## src/rtl/iota_rr_scheduler_pkg.sv

```systemverilog
// Shared types and helpers for the iota round-robin accumulate scheduler.
package iota_pkg;

    // Two-state grant FSM; the explicit encoding matches the legacy one-bit state register.
    typedef enum logic [0:0] {
        IDLE  = 1'b0,
        BURST = 1'b1
    } state_t;

    // Width-parameterised bit helpers, called as iota_bits#(W)::rotl1(x).
    virtual class iota_bits #(parameter int unsigned W = 32);
        static function logic [W-1:0] rotl1(input logic [W-1:0] x);
            return {x[W-2:0], x[W-1]};
        endfunction
    endclass

endpackage

```

## src/rtl/iota_rr_scheduler_arbiter.sv

```systemverilog
// Combinational round-robin pick: first asserted request above last_grant, with wrap.
module iota_rr_arbiter #(
    parameter  int unsigned NUM_REQ = 4,
    localparam int unsigned ID_W    = $clog2(NUM_REQ)
) (
    input  logic [NUM_REQ-1:0] req,
    input  logic [ID_W-1:0]    last_grant,
    output logic [ID_W-1:0]    grant,
    output logic               any_req
);

    int unsigned     idx;
    logic [ID_W-1:0] cand;

    // Walk the requesters in rr order starting just after last_grant; keep the first hit.
    always_comb begin
        grant   = '0;
        any_req = 1'b0;
        idx     = 0;
        cand    = '0;
        for (int unsigned off = 1; off <= NUM_REQ; off++) begin
            idx = 32'(last_grant) + off;
            if (idx >= NUM_REQ) begin
                idx = idx - NUM_REQ;
            end
            cand = ID_W'(idx);
            if (!any_req && req[cand]) begin
                any_req = 1'b1;
                grant   = cand;
            end
        end
    end

endmodule

```

## src/rtl/iota_rr_scheduler.sv

```systemverilog
// Round-robin scheduler sharing one accumulate-and-rotate datapath among NUM_REQ requesters.
module iota_rr_scheduler
    import iota_pkg::*;
#(
    parameter  int unsigned WIDTH     = 32,
    parameter  int unsigned NUM_REQ   = 4,
    parameter  int unsigned MAX_BURST = 16,
    localparam int unsigned ID_W      = $clog2(NUM_REQ)
) (
    input  logic                     clk,
    input  logic                     rst_n,
    input  logic [NUM_REQ-1:0]       req_valid,
    output logic [NUM_REQ-1:0]       req_ready,
    input  logic [NUM_REQ*WIDTH-1:0] req_data,
    input  logic [NUM_REQ-1:0]       req_last,
    input  logic [NUM_REQ-1:0]       acc_clr,
    output logic                     rsp_valid,
    input  logic                     rsp_ready,
    output logic [WIDTH-1:0]         rsp_data,
    output logic [ID_W-1:0]          rsp_id,
    output logic                     rsp_last,
    output logic                     busy
);

    localparam int unsigned CNT_W = $clog2(MAX_BURST + 1);

    state_t            state_q, state_d;
    logic [ID_W-1:0]   grant_q, grant_d;
    logic [ID_W-1:0]   last_grant_q, last_grant_d;
    logic [CNT_W-1:0]  beat_cnt_q, beat_cnt_d;
    logic [WIDTH-1:0]  acc_q [NUM_REQ];
    logic [WIDTH-1:0]  acc_d [NUM_REQ];
    logic              rsp_valid_q, rsp_valid_d;
    logic [WIDTH-1:0]  rsp_data_q, rsp_data_d;
    logic [ID_W-1:0]   rsp_id_q, rsp_id_d;
    logic              rsp_last_q, rsp_last_d;

    logic [WIDTH-1:0]  data_arr [NUM_REQ];
    logic [WIDTH-1:0]  beat_data;
    logic [WIDTH-1:0]  acc_base;
    logic              slot_free;
    logic              accept;
    logic              burst_end;
    logic [ID_W-1:0]   arb_grant;
    logic              arb_any;

    iota_rr_arbiter #(
        .NUM_REQ (NUM_REQ)
    ) u_arb (
        .req        (req_valid),
        .last_grant (last_grant_q),
        .grant      (arb_grant),
        .any_req    (arb_any)
    );

    // Unpack the flat requester data bus into one word per requester.
    always_comb begin
        for (int unsigned i = 0; i < NUM_REQ; i++) begin
            data_arr[i] = req_data[i*WIDTH +: WIDTH];
        end
    end

    // Grant FSM, accumulator bank update and single-entry result register next-state.
    always_comb begin
        state_d      = state_q;
        grant_d      = grant_q;
        last_grant_d = last_grant_q;
        beat_cnt_d   = beat_cnt_q;
        rsp_valid_d  = rsp_valid_q;
        rsp_data_d   = rsp_data_q;
        rsp_id_d     = rsp_id_q;
        rsp_last_d   = rsp_last_q;
        req_ready    = '0;

        beat_data = data_arr[grant_q];
        // A clear landing on the same cycle as an accept wins: the beat sees a zero context.
        acc_base  = acc_clr[grant_q] ? '0 : acc_q[grant_q];
        slot_free = !rsp_valid_q || rsp_ready;
        accept    = (state_q == BURST) && req_valid[grant_q] && slot_free;
        burst_end = req_last[grant_q] || (beat_cnt_q == CNT_W'(MAX_BURST - 1));

        for (int unsigned i = 0; i < NUM_REQ; i++) begin
            acc_d[i] = acc_clr[i] ? '0 : acc_q[i];
        end

        if (rsp_valid_q && rsp_ready) begin
            rsp_valid_d = 1'b0;
        end

        case (state_q)
            IDLE: begin
                if (arb_any) begin
                    state_d    = BURST;
                    grant_d    = arb_grant;
                    beat_cnt_d = '0;
                end
            end
            BURST: begin
                req_ready[grant_q] = slot_free;
                if (accept) begin
                    acc_d[grant_q] = acc_base + beat_data;
                    rsp_valid_d    = 1'b1;
                    rsp_data_d     = acc_base | iota_bits#(WIDTH)::rotl1(beat_data);
                    rsp_id_d       = grant_q;
                    rsp_last_d     = burst_end;
                    beat_cnt_d     = beat_cnt_q + CNT_W'(1);
                    if (burst_end) begin
                        state_d      = IDLE;
                        last_grant_d = grant_q;
                    end
                end
            end
            default: state_d = IDLE;
        endcase
    end

    // Control and result registers, asynchronously cleared.
    always_ff @(posedge clk or negedge rst_n) begin
        if (!rst_n) begin
            state_q      <= IDLE;
            grant_q      <= '0;
            last_grant_q <= ID_W'(NUM_REQ - 1);
            beat_cnt_q   <= '0;
            rsp_valid_q  <= 1'b0;
            rsp_data_q   <= '0;
            rsp_id_q     <= '0;
            rsp_last_q   <= 1'b0;
        end else begin
            state_q      <= state_d;
            grant_q      <= grant_d;
            last_grant_q <= last_grant_d;
            beat_cnt_q   <= beat_cnt_d;
            rsp_valid_q  <= rsp_valid_d;
            rsp_data_q   <= rsp_data_d;
            rsp_id_q     <= rsp_id_d;
            rsp_last_q   <= rsp_last_d;
        end
    end

    // Per-requester accumulator contexts.
    always_ff @(posedge clk or negedge rst_n) begin
        if (!rst_n) begin
            for (int unsigned i = 0; i < NUM_REQ; i++) begin
                acc_q[i] <= '0;
            end
        end else begin
            for (int unsigned i = 0; i < NUM_REQ; i++) begin
                acc_q[i] <= acc_d[i];
            end
        end
    end

    assign rsp_valid = rsp_valid_q;
    assign rsp_data  = rsp_data_q;
    assign rsp_id    = rsp_id_q;
    assign rsp_last  = rsp_last_q;
    assign busy      = (state_q == BURST);

endmodule

```

## config.mk

```make
export PLATFORM = sky130hd
export DESIGN_NAME = iota_rr_scheduler
export DESIGN_NICKNAME = d
export VERILOG_FILES = /design/src/rtl/iota_rr_scheduler_pkg.sv /design/src/rtl/iota_rr_scheduler_arbiter.sv /design/src/rtl/iota_rr_scheduler.sv
export SDC_FILE = /design/constraint.sdc
export NUM_CORES = 1
export LEC_CHECK = 0
export ABC_AREA = 0
export CORE_MARGIN = 4
export CORE_UTILIZATION = 40
export DETAILED_ROUTE_END_ITERATION = 10
export GPL_ROUTABILITY_DRIVEN = 0
export PLACE_DENSITY_LB_ADDON = 0.2
export SLEW_MARGIN = 10
export SYNTH_ARGS = -nofsm -noshare
export SYNTH_HDL_FRONTEND = slang
export SYNTH_SLANG_ARGS = --single-unit
```

## constraint.sdc

```tcl
create_clock -name clk -period 7.4 [get_ports clk]
set_input_delay 1.11 -clock clk [delete_from_list [all_inputs] [get_ports clk]]
set_output_delay 1.11 -clock clk [all_outputs]
set_load 0.005 [all_outputs]
```

==> impl_metrics.env <==
export IMPL_place_inst=1525
export IMPL_boundaryPins=184
export IMPL_cts_setup_buffers=0
export IMPL_cts_sinks=174
export IMPL_rrSetupSlack_ps=2590
export IMPL_yosysUniqueCellTypes=65
export IMPL_row_count=59
export IMPL_ys_ff_latch=174
export IMPL_port_buffers=183
export IMPL_p_int_mw=3.08
export IMPL_fin_ws_ps=2330
export IMPL_pre_cts_ws_ps=1940
export IMPL_synth_cells=1067
export IMPL_min_path_type="flop to flop"
export IMPL_synth_area_leader_cell="dfrtp_1"
export IMPL_syn_area_sq_um=10700
export IMPL_path_class="input pin to flop"
export IMPL_clk_pin_slew_worst_paths_ps=70
export IMPL_ys_seq_area_share_pct=40.5
export IMPL_status="complete, no violations"
export IMPL_ctsHoldBuffers=0
export IMPL_wl_per_cell_um=20.1
export IMPL_ys_warn_count=0
export IMPL_p_sw_mw=2.31
export IMPL_via_count=9091
export IMPL_finalHoldViolCount=0
export IMPL_synthArstFlopShare_pct=100
export IMPL_p_total_mw=5.40
export IMPL_fin_crit_ps=5070
export IMPL_hold_depth=2
export IMPL_drt_iter0_markers=697
export IMPL_fin_tns_setup_ps=0
export IMPL_synthTopCellsByArea="dfrtp_1 40%, mux4_2 14%, nand3b_1 8.7%"
export IMPL_clock_fmax_ghz=0.197
export IMPL_dieWidth_um=172
export IMPL_clock_skew_ps=9.84
export IMPL_overflow=0
export IMPL_nNetsFinal=1386
export IMPL_h_tree_depth=4
export IMPL_grt_start_max_net_pins=73
export IMPL_syn_to_final_growth_pct=25.1
export IMPL_grt_pass1_wl_um=50100
export IMPL_multiInputGateArea_sq_um=6020
export IMPL_synth_net_count=1244
export IMPL_report_final_slew_viol_count=0
export IMPL_timing_final_setup_violations=0
export IMPL_rr_endpoint="acc_q[24]$_DFF_PN0_"
export IMPL_timing_rr_start="grant_q[0]$_DFFE_PN0P_"
export IMPL_cts_resized=0
export IMPL_comb_power_share_pct=52.3
export IMPL_reg2reg_depth=12
export IMPL_fillers=2422
export IMPL_post_route_drc_count=0
export IMPL_cts_tree="built"
export IMPL_clkPwrFrac_pct=17.8
export IMPL_yosysMostFrequentCell="o21ai_0"
export IMPL_critPathMaxFanout=33
export IMPL_slew_headroom_pct=22.9
export IMPL_antenna_found_initial=0
export IMPL_rsz0062_at_grt="no"
export IMPL_synth_edf_count=0
export IMPL_worstHoldStart="rsp_data[3]$_DFFE_PN0P_"
export IMPL_die_height_um=172
export IMPL_drv_cap=0
export IMPL_drive_gt1_share_pct=11.0
export IMPL_cts_buffer_depth=2
export IMPL_final_util_pct=51.2
export IMPL_die_area_sq_um=29600
export IMPL_end_kind="flop"
export IMPL_finalCritPeriodShare_pct=68.6
export IMPL_cp_required_ps=7670
export IMPL_cts_buffers=17
export IMPL_design_core_area_sq_um=26300
export IMPL_dr_pass1_iters=5
export IMPL_syn_area_per_cell_sq_um=10.1
export IMPL_hold_end="rsp_data[3]$_DFFE_PN0P_"
export IMPL_regArea_sq_um=4360
export IMPL_dp_hpwl_um=21800
export IMPL_ir_drop_mv=0.163
export IMPL_diodes=0
export IMPL_cts_root_buf="clkbuf_16"
export IMPL_synthTopCellsByCount="178 x o21ai_0, 172 x dfrtp_1, 124 x nand3b_1, 121 x nand2_1, 67 x mux4_2"
export IMPL_clk_latency_ps=440
export IMPL_tightest_slew_ps=1150
export IMPL_synth_top_cell_area_share_pct=40.0
export IMPL_grt_usage_pct=21.4
export IMPL_cp_start_kind="input pin"
export IMPL_pwr_share_seq_pct=29.9
export IMPL_via_per_inst=5.84
export IMPL_antenna_left=0
export IMPL_detail_route_wirelength_um=31300
export IMPL_cp_arrival_ps=5340
export IMPL_synth_top_flop_cell="dfrtp_1"
export IMPL_p_sw_share_pct=42.9
export IMPL_final_cells=1557
export IMPL_first_global_vias=9258
export IMPL_p_leak_nw=5.55
export IMPL_start_util_pct=40.9
export IMPL_p_per_area_nw_per_um2=401
-- how the worst max path moves through the flow --
stage	depth (start not counted)	end	slack (ps)	start
floorplan	12	acc_q[24]$_DFF_PN0_	3530	acc_clr[1]
global placement	12	acc_q[31]$_DFF_PN0_	1980	acc_clr[1]
detailed placement	13	acc_q[24]$_DFF_PN0_	1940	acc_clr[1]
CTS	13	acc_q[24]$_DFF_PN0_	2390	acc_clr[1]
global route	13	acc_q[56]$_DFF_PN0_	1980	acc_clr[1]
finish	12	acc_q[31]$_DFF_PN0_	2330	acc_clr[1]
-- worst max-delay path: stages --
cell	delay, ps
clkdlybuf4s50_1	450
buf_4	370
mux4_2	780
nor2b_1	160
ha_1	460
nand4_1	350
nor4_1	540
o311ai_1	240
nand3_1	270
a21oi_1	100
a41oi_1	340
o21ai_0	140
-- registers in the layout, summed over array words and instances, names as in the netlist --
| name | count |
|---|---|
| busy | 1 |
| beat_cnt_q | 5 |
| rsp_valid | 1 |
| grant_q | 2 |
| rsp_id | 2 |
| rsp_last | 1 |
| acc_q | 128 |
| last_grant_q | 2 |
| rsp_data | 32 |
-- per-layer routing --
metal	part of all wire, %	track usage (%)	vias up
met5	0	0	-
met4	1.2	4.82	0
met3	6.0	3.11	29
met2	48	35.6	276
met1	44	29.9	4563
li1	-	-	4223
-- cell type report --
cell class                      count  area share, %
Multi-Input combinational cell    799           44.8
Sequential cell                   174           32.5
Timing Repair Buffer              199           14.5
Clock buffer                       19           3.29
Tap cell                          335           3.12
Clock inverter                     13           1.30
Inverter                           18          0.503
-- cells in the final DEF, fill, tap and decap left out, drive strengths merged, types with 5 or more instances in the layout --
master,synthesis,routed
a21o,7,7
nand3,13,13
o21ai,189,189
nor4,6,6
o21bai,5,5
and2,6,6
buf,25,17
a21oi,40,40
and3,6,6
clkdlybuf4s50,0,182
nor3,9,9
xnor2,13,13
dfrtp,172,172
ha,33,33
inv,18,24
a31oi,5,5
mux4,67,67
nand3b,124,124
nand2,122,122
nor2,37,37
nand4,8,8
xor2,11,11
o41ai,6,6
nor2b,36,36
clkbuf,51,19
o311ai,5,5
-- cells by family (layout without fill, tap and decap cells) --
group | after synthesis | in the layout | synth area share (%)
and+or+nand+nor | 382 | 382 | 19.9
AOI/OAI and AO/OA | 286 | 286 | 15.5
DFF | 174 | 174 | 40.5
buffers and inverters | 94 | 249 | 3.49
muxes | 73 | 73 | 14.6
adders and majority gates | 34 | 34 | 4.03
xor gates and xnor gates | 24 | 24 | 1.96
-- power groups by stage --
stage / clock [mW] / sequential [mW] / combinational, mW
2_1_floorplan: 0 / 1.49 / 1.98
3_3_place_gp: 0 / 1.62 / 2.80
3_5_place_dp: 0 / 1.64 / 2.82
4_1_cts: 0.975 / 1.62 / 2.84
5_1_grt: 1.01 / 1.67 / 3.12
6_report: 0.958 / 1.61 / 2.82
-- stage by stage --
step / cell area (sq um) / hold WS, ps
floorplan: 10700 / 463
global placement: 12800 / 449
detailed placement: 12800 / 455
CTS: 13400 / 470
global route: 13400 / 482
finish: 13400 / 463
(Power assumes the default switching activity.)
